<file path="config.mk">
export PLATFORM = sky130hd
export DESIGN_NAME = rr_arbiter_16
export DESIGN_NICKNAME = d
export VERILOG_FILES = /design/src/rtl/rr_prio_enc_16.sv /design/src/rtl/rr_arbiter_16.sv
export SDC_FILE = /design/constraint.sdc
export NUM_CORES = 1
export LEC_CHECK = 0
export BUFFER_PORTS_ARGS = -buffer_cell sky130_fd_sc_hd__buf_4
export CAP_MARGIN = 0
export CORE_MARGIN = 3
export CORE_UTILIZATION = 25
export CTS_CLUSTER_SIZE = 16
export DETAILED_ROUTE_END_ITERATION = 7
export PLACE_DENSITY = 0.46
export SYNTH_ARGS = -nofsm -noshare
export SYNTH_HDL_FRONTEND = slang
export SYNTH_SLANG_ARGS = --single-unit
</file>
<file path="constraint.sdc">
create_clock -name CLK -period 11.5 [get_ports CLK]
set_clock_uncertainty 0.1 [all_clocks]
set_input_delay 0.575 -clock CLK [delete_from_list [all_inputs] [get_ports CLK]]
set_output_delay 0.575 -clock CLK [all_outputs]
set_load 0.005 [all_outputs]
</file>
<file path="src/rtl/rr_prio_enc_16.sv">
// rtl/rr_prio_enc_16.sv - round-robin priority encoder: first eligible index after last, wrapping to last itself
module rr_prio_enc_16 (
    input  logic [15:0] eligible,
    input  logic [3:0]  last,
    output logic [3:0]  winner,
    output logic        found
);

    logic [3:0] idx;

    // k == 16 wraps to last itself, so the previous owner is searched last
    always_comb begin
        winner = 4'd0;
        found  = 1'b0;
        idx    = 4'd0;
        for (int k = 1; k <= 16; k++) begin
            idx = last + 4'(k);
            if (!found && eligible[idx]) begin
                winner = idx;
                found  = 1'b1;
            end
        end
    end

endmodule

</file>
<file path="src/rtl/rr_arbiter_16.sv">
// rtl/rr_arbiter_16.sv - 16-way round-robin arbiter with hold limit, done/drop release and timeout pulse
module rr_arbiter_16 #(
    parameter int HOLD_MAX = 16
) (
    input  logic        CLK,
    input  logic        RST,
    input  logic [15:0] REQ,
    input  logic [15:0] EN,
    input  logic        DONE,
    output logic [15:0] GNT,
    output logic [3:0]  SEL,
    output logic        BUSY,
    output logic        TIMEOUT_ERR
);

    localparam logic ST_IDLE  = 1'b0;
    localparam logic ST_GRANT = 1'b1;
    localparam int   CNT_W    = 8;
    localparam logic [CNT_W-1:0] CNT_LAST = CNT_W'(HOLD_MAX - 1);

    logic             state_q, state_d;
    logic [15:0]      gnt_q, gnt_d;
    logic [3:0]       sel_q, sel_d;
    logic             busy_q, busy_d;
    logic             tout_q, tout_d;
    logic [CNT_W-1:0] cnt_q, cnt_d;
    logic [3:0]       last_q, last_d;

    logic [15:0] eligible;
    logic [3:0]  enc_last;
    logic [3:0]  winner;
    logic        found;
    logic        owner_req;
    logic        at_limit;
    logic        release_now;

    assign eligible    = REQ & EN;
    // On release the pointer advances to the current owner in the same cycle
    assign enc_last    = (state_q == ST_GRANT) ? sel_q : last_q;
    assign owner_req   = REQ[sel_q];
    assign at_limit    = (cnt_q == CNT_LAST);
    assign release_now = DONE | ~owner_req | at_limit;

    rr_prio_enc_16 u_prio_enc (
        .eligible (eligible),
        .last     (enc_last),
        .winner   (winner),
        .found    (found)
    );

    always_comb begin
        state_d = state_q;
        gnt_d   = gnt_q;
        sel_d   = sel_q;
        busy_d  = busy_q;
        tout_d  = 1'b0;
        cnt_d   = cnt_q;
        last_d  = last_q;
        case (state_q)
            ST_IDLE: begin
                if (found) begin
                    state_d = ST_GRANT;
                    gnt_d   = 16'h0001 << winner;
                    sel_d   = winner;
                    busy_d  = 1'b1;
                    cnt_d   = '0;
                end
            end
            default: begin
                if (release_now) begin
                    tout_d = at_limit & ~DONE & owner_req;
                    last_d = sel_q;
                    if (found) begin
                        gnt_d  = 16'h0001 << winner;
                        sel_d  = winner;
                        busy_d = 1'b1;
                        cnt_d  = '0;
                    end else begin
                        state_d = ST_IDLE;
                        gnt_d   = '0;
                        busy_d  = 1'b0;
                        cnt_d   = '0;
                    end
                end else begin
                    cnt_d = cnt_q + 1'b1;
                end
            end
        endcase
    end

    always_ff @(posedge CLK) begin
        if (RST) begin
            state_q <= ST_IDLE;
            gnt_q   <= '0;
            sel_q   <= '0;
            busy_q  <= 1'b0;
            tout_q  <= 1'b0;
            cnt_q   <= '0;
            last_q  <= 4'hF;
        end else begin
            state_q <= state_d;
            gnt_q   <= gnt_d;
            sel_q   <= sel_d;
            busy_q  <= busy_d;
            tout_q  <= tout_d;
            cnt_q   <= cnt_d;
            last_q  <= last_d;
        end
    end

    assign GNT         = gnt_q;
    assign SEL         = sel_q;
    assign BUSY        = busy_q;
    assign TIMEOUT_ERR = tout_q;

endmodule

</file>
==> summary.txt <==
STA
  – RSZ-0062 raised after global routing: false
  – Min cycle time layout: 5.76 ns
  – Relative slew slack: 37.3%
  – Final hold vios: 0
  – Max-slew violation count: 0
  – Setup Viol. Count Final: 0
  – Fmax: 174 MHz
  – Part of the cycle the worst path needs: 50.1%
  – Final setup TNS: 0 ns
  – Worst-Margin Slew: 0.940 ns

Floorplanning
  – Initial Util: 25.6%
  – Die W: 139 um
  – Height of the die: 139 um
  – Core Area: 17300 um^2
  – Site Rows: 48
  – Top Ports: 57
  – Die area: 19300 um^2

Detailed routing
  – Detailed Route WL: 15.8 mm
  – DRT iter0 DRCs: 370
  – Vias: 4509
  – Via density: 5.62
  – Drc violations: 0
  – First-pass iteration count of the detailed router: 5
  – DR WL/cell: 19.7 um
  – Post-DRT Antenna Nets: 0

Critical path
  – Worst EP arrival: 5.84 ns
  – Critical path data required time: 11.58 ns
  – Critical path's largest stage delay: 0.71 ns
  – R2R depth: 13
  – Worst Path Buf+Inv: 2
  – Worst path slowest cell: dfxtp_1
  – Delay-heaviest family, CP: simple AND/OR/NAND/NOR gates
  – CP Max Fanout: 25
  – RR Startpoint: state_q$_SDFF_PP0_
  – Cells along the critical path: mux2i_4 -> buf_4 -> inv_1 -> ha_1 -> xnor2_1 -> mux4_2 -> and4bb_4 -> nand4b_4 -> nor4_4 -> nor3_1 -> a31oi_1 -> nand3_1 -> o31ai_1
  – Critical Path End Type: register
  – Worst reg2reg endpoint: GNT[11]$_SDFFE_PP0P_
  – Critical Path Start Type: register
  – Critical path class: reg2reg
  – R2R setup slack: 5.74 ns
  – Critical path depth: 13

Hold path
  – Min-delay src: GNT[5]$_SDFFE_PP0P_
  – WHS Endpoint: GNT[5]$_SDFFE_PP0P_
  – Hold Crit Depth: 2
  – Tightest Hold Check Type: reg2reg

Global route
  – Vias in the first global route: 4345
  – Global-route wire length before repair: 24.8 mm
  – Antenna violations before repair: 0
  – Largest net degree at the start of global routing: 26
  – Remaining Overflow, GRT: 0
  – GRT Util Overall: 15.8%

Clock network
  – Setup Fix Bufs, Post-CTS: 0
  – Clock latency on the worst-skew pair: 0.28 ns
  – CTS Hold Buffers Added: 0
  – Worst-path clk slew: 0.05 ns
  – CTS resizes: 0
  – CTS tree: done
  – TritonCTS Buffers: 5
  – Clock Sinks: 35
  – Root buffer cell: clkbuf_16
  – CTS H-tree depth: 2
  – Clock buffer depth: 2

Logic synthesis
  – Synth top area cells: dfxtp_1 16%, mux2i_1 12%, mux4_2 11%
  – Synthesized area: 4430 um^2
  – Number of library cell types mapped by synthesis: 75
  – Post-synth net total: 580
  – Seq/Total Area, Yosys: 15.8%
  – Post-synth EDFFs: 0
  – Most used DFF post-synth: dfxtp_1
  – Ys Warns: 0
  – Async set-reset flop share out of synthesis: 0%
  – Synth Instances: 536
  – Synthesized area per cell: 8.26 um^2
  – Yosys top cell by area: dfxtp_1
  – Synthesis-stage register bit count: 35
  – Top-area cell type share of the netlist area: 15.8%

Finish
  – Filler cell count: 1823
  – Ratio of cells with drive above 1 in the final layout: 23.0%
  – N_diodes: 0
  – Finished Cell Area: 5190 um^2
  – Area added between synthesis and finish: 17.2%
  – Final nets: 621

Placed design
  – Placer Congestion: 0.935
  – Instance area at placement: 5010 um^2
  – Post-detail-place hpwl: 12.5 mm
  – # port buffers: 56

Run
  – Max Cap Viol: 0

Status
  – Status: completed
==> cell families after synthesis <==
group,Yosys count,synth area share (%)
adder cells (fa/ha/maj),9,2.54
multiplexers,92,27.9
flip-flops,35,15.8
AND/OR/NAND/NOR,198,23.2
AO/OA/AOI/OAI,151,23.3
XOR/XNOR,11,2.35
buffers and inverters,40,4.83
==> synthesized netlist by cell type, types with 7 or more instances <==
cell,n
xnor2_1,10
nand3_1,12
and2_1,13
a21oi_1,31
nor2_1,44
inv_1,11
clkbuf_1,11
mux2i_1,52
dfxtp_1,35
nand2_1,69
mux2_2,15
ha_1,9
nor3_1,10
o31ai_1,21
a211oi_1,7
o21ai_0,23
mux4_2,22
o22ai_1,12
==> cell type report <==
type	count	area, um^2	share of cell area [%]
clock buffer	6	139	2.68
clock inverter	2	35.0	0.676
inverter	14	55.1	1.06
multi-input combinational	461	3520	68.0
sequential	35	701	13.5
tap	225	282	5.43
timing repair buffer	60	450	8.69
==> metrics by stage <==
step                hold slack, ns  setup slack (ns)  util (%)  instances
floorplan                    0.341              6.56         -        536
global placement             0.339              5.90      29.0        795
detailed placement           0.346              5.81      29.0        795
CTS                          0.358              5.77      30.0        803
global route                 0.379              5.28      30.0        803
finish                       0.352              5.74      30.0        803
==> sequential cells by signal, summed over array words and instances (netlist names) <==
signal / flops
GNT: 16
cnt_q: 8
BUSY: 1
TIMEOUT_ERR: 1
state_q: 1
last_q: 4
SEL: 4
==> worst max-delay path by stage <==
stage | start | to | slack [ns]
5_1_grt | state_q$_SDFF_PP0_ | GNT[11]$_SDFFE_PP0P_ | 5.28
2_1_floorplan | state_q$_SDFF_PP0_ | GNT[12]$_SDFFE_PP0P_ | 6.56
3_5_place_dp | state_q$_SDFF_PP0_ | GNT[11]$_SDFFE_PP0P_ | 5.81
6_report | state_q$_SDFF_PP0_ | GNT[11]$_SDFFE_PP0P_ | 5.74
3_3_place_gp | state_q$_SDFF_PP0_ | GNT[10]$_SDFFE_PP0P_ | 5.90
4_1_cts | state_q$_SDFF_PP0_ | GNT[11]$_SDFFE_PP0P_ | 5.77
==> worst reg2reg max path: cells and delay by family, from the launching register on <==
family | cells | cell delay [ns]
xor gates and xnor gates | 1 | 0.69
adders and majority gates | 1 | 0.47
AOI/OAI and AO/OA | 2 | 0.64
and+or+nand+nor | 5 | 1.47
DFF | 1 | 0.71
muxes | 2 | 0.69
buffers and inverters | 2 | 0.89
==> per-layer routing <==
layer  GRT usage [%]  vias to the layer above  share of wire, %
li1                -                     2138                 -
met1            21.2                     2160                43
met2            26.3                      182                48
met3            1.97                       29               5.7
met4            5.41                        0               2.9
met5               0                        -                 0
==> placed cells by master (no fill, tap or decap), types with 4 or more instances in the layout <==
cell / instances
a22oi_1: 4
nor2b_1: 4
nand3_1: 12
nand2_1: 69
inv_1: 11
and2_1: 13
ha_1: 9
a211oi_1: 7
dfxtp_1: 35
or2_2: 5
or3_1: 6
mux4_2: 22
a31oi_1: 4
mux2i_1: 51
and3_1: 6
xnor2_1: 10
nor2_1: 44
o211ai_1: 6
nor4_1: 4
o21ai_0: 23
o31ai_1: 21
clkbuf_16: 5
nor3_1: 10
buf_4: 60
a21oi_1: 31
o22ai_1: 12
nand2b_1: 6
mux2_2: 15
Power is not shown: default switching activity piles up to over one toggle a cycle in this logic, so the estimate is an artifact.
